$ cat config.mk
export PLATFORM = sky130hd
export DESIGN_NAME = dice_color_judge
export DESIGN_NICKNAME = d
export VERILOG_FILES = /design/src/rtl/color_pkg.sv /design/src/rtl/roi_color_counter.sv /design/src/rtl/dice_color_judge.sv
export SDC_FILE = /design/constraint.sdc
export NUM_CORES = 1
export LEC_CHECK = 0
export ABC_AREA = 1
export CAP_MARGIN = 40
export CORE_ASPECT_RATIO = 1.1
export CORE_UTILIZATION = 40
export DETAILED_ROUTE_END_ITERATION = 16
export GPL_TIMING_DRIVEN = 1
export PLACE_DENSITY_LB_ADDON = 0.05
export SETUP_SLACK_MARGIN = 0.3
export SYNTH_ARGS = -nofsm -noshare
export SYNTH_HDL_FRONTEND = slang
export SYNTH_HIERARCHICAL = 1
export SYNTH_SLANG_ARGS = --single-unit
$ cat constraint.sdc
create_clock -name clk -period 3.06 [get_ports clk]
set_clock_uncertainty 0.05 [all_clocks]
set_input_delay 0.612 -clock clk [delete_from_list [all_inputs] [get_ports clk]]
set_output_delay 0.612 -clock clk [all_outputs]
set_load 0.01 [all_outputs]
$ cat src/rtl/color_pkg.sv
// Colour codes shared by the frame judge and the display overlay, plus the
// judge's debounce state encoding.
package color_pkg;

  typedef enum logic [1:0] {
    COLOR_NONE  = 2'b00,
    COLOR_RED   = 2'b01,
    COLOR_GREEN = 2'b10,
    COLOR_BLUE  = 2'b11
  } color_t;

  typedef enum logic [1:0] {
    S_WHITE  = 2'b00,
    S_SEARCH = 2'b01,
    S_LOCKED = 2'b10
  } judge_state_t;

endpackage

$ cat src/rtl/roi_color_counter.sv
// Per-frame saturating R/G/B/W pixel counters with a snapshot taken on
// frame_end; the live counters restart from zero the cycle after.
module roi_color_counter #(
  parameter int CNT_W = 14
) (
  input  logic             clk,
  input  logic             reset,
  input  logic             pixel_valid,
  input  logic             in_roi,
  input  logic             is_red,
  input  logic             is_green,
  input  logic             is_blue,
  input  logic             is_white,
  input  logic             frame_end,
  output logic [CNT_W-1:0] snap_r,
  output logic [CNT_W-1:0] snap_g,
  output logic [CNT_W-1:0] snap_b,
  output logic [CNT_W-1:0] snap_w,
  output logic             snap_valid
);

  logic [CNT_W-1:0] cnt  [4];
  logic [CNT_W-1:0] nxt  [4];
  logic [CNT_W-1:0] snap [4];
  logic [3:0]       hit;

  // nxt already includes the pixel of the current cycle, so the frame_end
  // pixel lands in the snapshot of the frame it closes.
  always_comb begin
    hit = {is_white, is_blue, is_green, is_red} & {4{pixel_valid && in_roi}};
    for (int k = 0; k < 4; k++) begin
      nxt[k] = (hit[k] && (cnt[k] != '1)) ? cnt[k] + CNT_W'(1) : cnt[k];
    end
  end

  always_ff @(posedge clk or negedge reset) begin
    if (!reset) begin
      snap_valid <= 1'b0;
      for (int k = 0; k < 4; k++) begin
        cnt[k]  <= '0;
        snap[k] <= '0;
      end
    end else begin
      snap_valid <= frame_end;
      for (int k = 0; k < 4; k++) begin
        if (frame_end) begin
          snap[k] <= nxt[k];
          cnt[k]  <= '0;
        end else begin
          cnt[k]  <= nxt[k];
        end
      end
    end
  end

  assign snap_r = snap[0];
  assign snap_g = snap[1];
  assign snap_b = snap[2];
  assign snap_w = snap[3];

endmodule

$ cat src/rtl/dice_color_judge.sv
// Frame-level dominant colour judge with debounce FSM. Define
// DICE_JUDGE_COUNT_OUT_EN to expose the per-frame snapshot counts.
module dice_color_judge
  import color_pkg::*;
#(
  parameter int               CNT_W         = 14,
  parameter logic [CNT_W-1:0] MIN_PIXELS    = 14'd800,
  parameter logic [CNT_W-1:0] WHITE_PIXELS  = 14'd10000,
  parameter int               STABLE_FRAMES = 3
) (
  input  logic             clk,
  input  logic             reset,
  input  logic             pixel_valid,
  input  logic             in_roi,
  input  logic             is_red,
  input  logic             is_green,
  input  logic             is_blue,
  input  logic             is_white,
  input  logic             frame_end,
  output logic [1:0]       dominant_color,
  output logic             white_detected,
  output logic [1:0]       state_dbg,
  // result_valid is a one-cycle strobe with no back-pressure: the consumer
  // must sample dominant_color in the same cycle it is high.
  output logic             result_valid
`ifdef DICE_JUDGE_COUNT_OUT_EN
  ,
  output logic [CNT_W-1:0] dbg_cnt_r,
  output logic [CNT_W-1:0] dbg_cnt_g,
  output logic [CNT_W-1:0] dbg_cnt_b,
  output logic [CNT_W-1:0] dbg_cnt_w
`endif
);

  localparam int          SW   = $clog2(STABLE_FRAMES + 1);
  localparam logic [SW-1:0] SMAX = SW'(STABLE_FRAMES);

  logic [CNT_W-1:0] snap_r, snap_g, snap_b, snap_w;
  logic             snap_valid;

  roi_color_counter #(.CNT_W(CNT_W)) u_counter (
    .clk        (clk),
    .reset      (reset),
    .pixel_valid(pixel_valid),
    .in_roi     (in_roi),
    .is_red     (is_red),
    .is_green   (is_green),
    .is_blue    (is_blue),
    .is_white   (is_white),
    .frame_end  (frame_end),
    .snap_r     (snap_r),
    .snap_g     (snap_g),
    .snap_b     (snap_b),
    .snap_w     (snap_w),
    .snap_valid (snap_valid)
  );

  // Frame classification; >= comparisons give the R > G > B tie order.
  logic [CNT_W-1:0] best;
  color_t           best_c, frame_color;
  logic             cls_valid, cls_white;
  color_t           cls_color;

  always_comb begin
    if (snap_r >= snap_g && snap_r >= snap_b) begin
      best = snap_r; best_c = COLOR_RED;
    end else if (snap_g >= snap_b) begin
      best = snap_g; best_c = COLOR_GREEN;
    end else begin
      best = snap_b; best_c = COLOR_BLUE;
    end
    frame_color = (best >= MIN_PIXELS) ? best_c : COLOR_NONE;
  end

  always_ff @(posedge clk or negedge reset) begin
    if (!reset) begin
      cls_valid <= 1'b0;
      cls_white <= 1'b0;
      cls_color <= COLOR_NONE;
    end else begin
      cls_valid <= snap_valid;
      cls_white <= (snap_w >= WHITE_PIXELS);
      cls_color <= (snap_w >= WHITE_PIXELS) ? COLOR_NONE : frame_color;
    end
  end

  judge_state_t  state;
  color_t        cand, cand_nxt, dom_q;
  logic [SW-1:0] stable_cnt, white_run, stable_inc, white_inc, stable_nxt;

  always_comb begin
    stable_inc = (stable_cnt == SMAX) ? stable_cnt : stable_cnt + SW'(1);
    white_inc  = (white_run == SMAX) ? white_run : white_run + SW'(1);
    cand_nxt   = cand;
    stable_nxt = stable_cnt;
    if (cls_color == COLOR_NONE) begin
      stable_nxt = '0;
    end else if (cls_color == cand) begin
      stable_nxt = stable_inc;
    end else begin
      cand_nxt   = cls_color;
      stable_nxt = SW'(1);
    end
  end

  always_ff @(posedge clk or negedge reset) begin
    if (!reset) begin
      state        <= S_WHITE;
      cand         <= COLOR_NONE;
      dom_q        <= COLOR_NONE;
      stable_cnt   <= '0;
      white_run    <= '0;
      result_valid <= 1'b0;
    end else begin
      result_valid <= 1'b0;
      if (cls_valid) begin
        case (state)
          S_WHITE: begin
            if (!cls_white) begin
              state     <= S_SEARCH;
              white_run <= '0;
              if (cls_color != COLOR_NONE) begin
                cand       <= cls_color;
                stable_cnt <= SW'(1);
              end else begin
                stable_cnt <= '0;
              end
            end
          end
          S_SEARCH: begin
            if (cls_white) begin
              white_run <= white_inc;
              if (white_inc == SMAX) begin
                state      <= S_WHITE;
                white_run  <= '0;
                stable_cnt <= '0;
              end
            end else begin
              white_run  <= '0;
              cand       <= cand_nxt;
              stable_cnt <= stable_nxt;
              if (stable_nxt == SMAX) begin
                state        <= S_LOCKED;
                dom_q        <= cand_nxt;
                result_valid <= 1'b1;
              end
            end
          end
          S_LOCKED: begin
            if (cls_white) begin
              white_run <= white_inc;
              if (white_inc == SMAX) begin
                state      <= S_WHITE;
                dom_q      <= COLOR_NONE;
                white_run  <= '0;
                stable_cnt <= '0;
              end
            end else begin
              white_run <= '0;
            end
          end
          default: state <= S_WHITE;
        endcase
      end
    end
  end

  assign dominant_color = dom_q;
  assign white_detected = (state == S_WHITE);
  assign state_dbg      = state;

`ifdef DICE_JUDGE_COUNT_OUT_EN
  assign dbg_cnt_r = snap_r;
  assign dbg_cnt_g = snap_g;
  assign dbg_cnt_b = snap_b;
  assign dbg_cnt_w = snap_w;
`endif

endmodule

* Word-level counts from Yosys, hierarchy flattened *
Index checks and enable logic that the tools add are counted.

word-level totals
  output and inout port bits = 6
  register bits after elaboration = 128
  bits of input ports = 9
  word-level logic and storage cells = 116

cells by class
  add/subtract/negate cells = 6
  equal/unequal tests = 18
  bitwise gates (word level) = 1
  multiplexer cells = 49
  $lt $le $gt $ge = 5
  reduce and logical (&&, ||, !) cells = 19

operators with widths
  operator                                                number
  two-way mux 14 bit                                      10
  adder 14 x 1 -> 14 bit (second input constant)          4
  two-way mux 2 bit                                       28
  inequality test 14 bit (second input constant)          4
  >= comparator 14 bit                                    3
  >= comparator 14 x 10 -> 1 bit (second input constant)  1
  >= comparator 14 bit (second input constant)            1
  case mux 2 bit (2 select lines)                         3
  case mux 2 bit (3 select lines)                         2
  equality test 2 bit (second input constant)             5
  inequality test 2 bit (second input constant)           5
  AND reduction 4 bit                                     2
  nonzero test 2 bit                                      4
  logical AND 1 bit                                       6
  two-way mux 1 bit                                       6
  AND reduction 6 bit                                     1
  AND reduction 5 bit                                     1
  adder 2 x 1 -> 2 bit (second input constant)            2
  AND 4 bit                                               1
  zero test 2 bit                                         2
  inequality test 3 bit (second input constant)           1
  AND reduction 3 bit                                     1
  nonzero test 3 bit                                      1
  equality test 2 x 1 -> 1 bit (second input constant)    1
  other kinds (3)                                         3

* Depth between registers and ports, before layout *
  depth in word-level cells = 9
  mapped depth = 13
  depth with buffers taken out = 13

* Modules after synthesis *
Netlist, hierarchy kept.

by module, submodules not included
  module             times used  cells each  area each (um2)
  roi_color_counter  1           828         6,052.1
  dice_color_judge   1           311         2,073.2

* Least setup slack after synthesis *
No wires, ideal clock.

  path type = reg2reg
  from = reg state[0] (netlist: state_dbg[0])
  to = reg dom_q[0] (netlist: dominant_color[0])
  path slack = 1,455 ps
  cell stages (with the launch flop) = 8
  period minus slack after synthesis = 1,605 ps
  buffers on the path = 0
  arrival time = 1,460 ps
  cell sequence = dfrtp_1 inv_1 ha_1 inv_1 nor2_4 nor4_4 nand2_2 o31ai_1

between the ends
  longest elaborated chain between the ends = 3
  elaborated cells between the ends (all ways) = 9
  those cells by class = 6 x eq/ne; 1 x mux; 2 x reduce/logical

RTL lines
  what                                                                   line                     source
  from (decl)                                                            dice_color_judge.sv:87   judge_state_t state;
  from (signal assigned)                                                 dice_color_judge.sv:108  state <= S_WHITE;
  from (signal assigned)                                                 dice_color_judge.sv:120  state <= S_SEARCH;
  from (signal assigned)                                                 dice_color_judge.sv:134  state <= S_WHITE;
  equality test 2 x 1 -> 1 bit or equality test 2 bit (tied branches)    dice_color_judge.sv:117  case (state)
  inequality test 2 bit (no line) or nonzero test 2 bit (tied branches)  --
  AND reduction 6 bit (no line)                                          --
  to (signal assigned)                                                   dice_color_judge.sv:144  dom_q <= cand_nxt;
  to (decl)                                                              dice_color_judge.sv:88   color_t cand, cand_nxt, dom_q;

Several ways; a longest one is shown, not always the timed one.
A chain may end at the register's enable or synchronous reset.

* Final worst setup path *
  from = reg state[1] (netlist: state_dbg[1])
  to = out white_detected

between the ends
  longest elaborated chain between the ends = 1

RTL lines
  what             line                     source
  zero test 2 bit  dice_color_judge.sv:169  assign white_detected = (state == S_WHITE);
  to (decl)        dice_color_judge.sv:21   output logic white_detected,

No other way between the ends.

==> flow_metrics.tcl <==
set metrics [dict create \
    crit_path_arrival_time_ps 1800 \
    placement_rows 53 \
    cts_setup_buffers 0 \
    die_width_um 136.6 \
    io_pins 15 \
    start_util 0.4133 \
    buffer_ports.inserted 14 \
    tritoncts "built" \
    global_route.usage.met3 0.03030 \
    buffer_type_at_the_clock_tree_root "clkbuf_16" \
    grt_busiest_layer "met2" \
    max-slew-margin-rel 0.6240 \
    floorplan_die_area_sq_mm 0.02051 \
    cts_h_tree_depth 4 \
    most_common_library_cell_in_the_layout_ignoring_fill_and_taps "nand2_1" \
    worst-endpoint-required_ps 2400 \
    max_freq_ghz 0.4064 \
    cts-resized-gates 0 \
    finalWeightedCongestion 0.7888 \
    setup-violations-final 0 \
    initial_antenna_violation_count 0 \
    via_count_of_the_first_global_routing_pass 6604 \
    setup.worst_path.class "register to output pin" \
    final_cells 1398 \
    core_area_sq_mm 0.01930 \
    critical_path.startpoint_type "register" \
    detailedRoute.firstPassIterationCount 4 \
    cts_made_buffers 17 \
    grt_first_pass_wirelength_um 32480 \
    layout_common_cells "nand2_1 (394), inv_1 (151), dfrtp_1 (124), nand3_1 (123), nor2_1 (121)" \
    final.fill_count 1949 \
    max-cap-violations 0 \
    post_dp_hpwl_um 13790 \
    timing.critical_path.cells "inv_1 > ha_1 > clkdlybuf4s50_1" \
    worst-path-max-fanout 7 \
    dp_cells 1366 \
    hp-class "primary input to async pin" \
    grtUsageMet1 0.2698 \
    layout.nets 1197 \
    route.antenna.remaining_nets 0 \
    synth_fp_nets 1182 \
    route.vias.total 6646 \
    hold_violations 0 \
    grt_setup_unrepaired "no" \
    yosysWarnings 6 \
    p_leak_nw 4.510 \
    cts-hold-fix-buffers 0 \
    final_min_period_over_clock_period 0.8042 \
    synth_area_sq_mm 0.007975 \
    max_stage_delay_ps 560 \
    layout-drive-gt1-share 0.08862 \
    synthesis.instances 1123 \
    finalSetupTns_ps 0 \
    drt-total-wl_um 18470 \
    die_h_um 150.1 \
    area.growth.synth_to_final_pct 12.57 \
    period_minus_slack_ps 2461 \
    clk-insertion-delay-late_ps 420 \
    cell_type_of_the_slowest_stage_on_the_worst_timing_path "clkdlybuf4s50_1" \
    groute.usage.overall 0.2043 \
    run_status "finished, final reports clean" \
    grt_remaining_overflow 0 \
    num_antenna_cells 0 \
    ff2ff_path_depth 9 \
    drt_iter0_markers 261 \
    cts-root-to-sink-buffers 2 \
    maxSlewViolCount 0 \
    tritoncts_sinks 124 \
    grtUsageMet2 0.3421 \
    cts.reportedPaths.clkPinSlew_ps 60 \
    max_slew.worst_pin.slew_ps 564.0 \
    drt-wirelength-per-cell_um 13.21 \
    postSynthAreaPerCell_sq_um 7.102 \
    grt_start_max_net_pins 58 \
    p_per_area_mw_per_mm2 490.6 \
    critical_path.endpoint_type "output pin" \
    vdd_ir_drop_max_mv 0.3637 \
    drt-vias-per-instance 4.754 \
    post-route-drc-count 0 \
]
[sequential cells by signal, summed over array words and instances (netlist names)]
signal / flops
cls_color: 2
result_valid: 1
u_counter/snap_r: 14
cand: 2
stable_cnt: 2
u_counter/cnt: 56
u_counter/snap_w: 10
cls_valid: 1
u_counter/snap_valid: 1
dominant_color: 2
u_counter/snap_g: 14
cls_white: 1
u_counter/snap_b: 14
white_run: 2
state_dbg: 2
[layer usage]
metal | wire length, um | up-vias
li1 | - | 3553
met1 | 9159 | 3028
met2 | 8736 | 50
met3 | 345 | 15
met4 | 229 | 0
met5 | 0 | -
[per-stage QoR]
step | utilization | power (W) | setup WS (ps) | instance area (sq um) | hold WS (ps)
2_1_floorplan | - | 0.002197 | 1455 | 7975 | 266.4
3_3_place_gp | 0.4333 | 0.002422 | 759.8 | 8362 | 285.2
3_5_place_dp | 0.4344 | 0.002422 | 766.4 | 8382 | 287.1
4_1_cts | 0.4652 | 0.004481 | 554.8 | 8977 | 116.0
5_1_grt | 0.4652 | 0.004647 | 492.2 | 8977 | 146.3
6_report | 0.4652 | 0.004404 | 599.2 | 8977 | 102.7
[critical path: cells and delay by family (launching register included)]
family | cells | cell delay, ps
flops | 1 | 460
fa+ha+maj | 1 | 250
buf+inv | 2 | 670
[layout make-up]
type,instances,area [sq um],area share
flip-flops and latches,124,3103,0.3456
multi-input cells,819,4175,0.4651
clock inverters,13,142.6,0.01589
repair buffers,20,209.0,0.02328
clock buffers,19,452.9,0.05045
inverters,156,585.6,0.06523
well taps,247,309.0,0.03443
[worst paths after layout]
check	to	start	slack, ps
max reg2reg	u_counter/snap_g[3]$_DFFE_PN0P_	u_counter/cnt[28]$_DFF_PN0_	1060
min reg2reg	cls_valid$_DFF_PN0_	u_counter/snap_valid$_DFF_PN0_	290
max in group asynchronous	u_counter/snap_valid$_DFF_PN0_	reset	2140
max	white_detected	state_dbg[1]$_DFFE_PN0P_	600
min in group clk	cls_valid$_DFF_PN0_	u_counter/snap_valid$_DFF_PN0_	290
min	u_counter/cnt[31]$_DFF_PN0_	reset	100
[where the power goes]
part | leakage, nW | total [W] | internal, W | switching (W)
combinational | 2.52 | 0.000615 | 0.000233 | 0.000382
clock | 0.278 | 0.00202 | 0.00124 | 0.000779
sequential | 1.72 | 0.00177 | 0.00170 | 0.0000679
No activity file was read; power rests on OpenSTA's default activity.
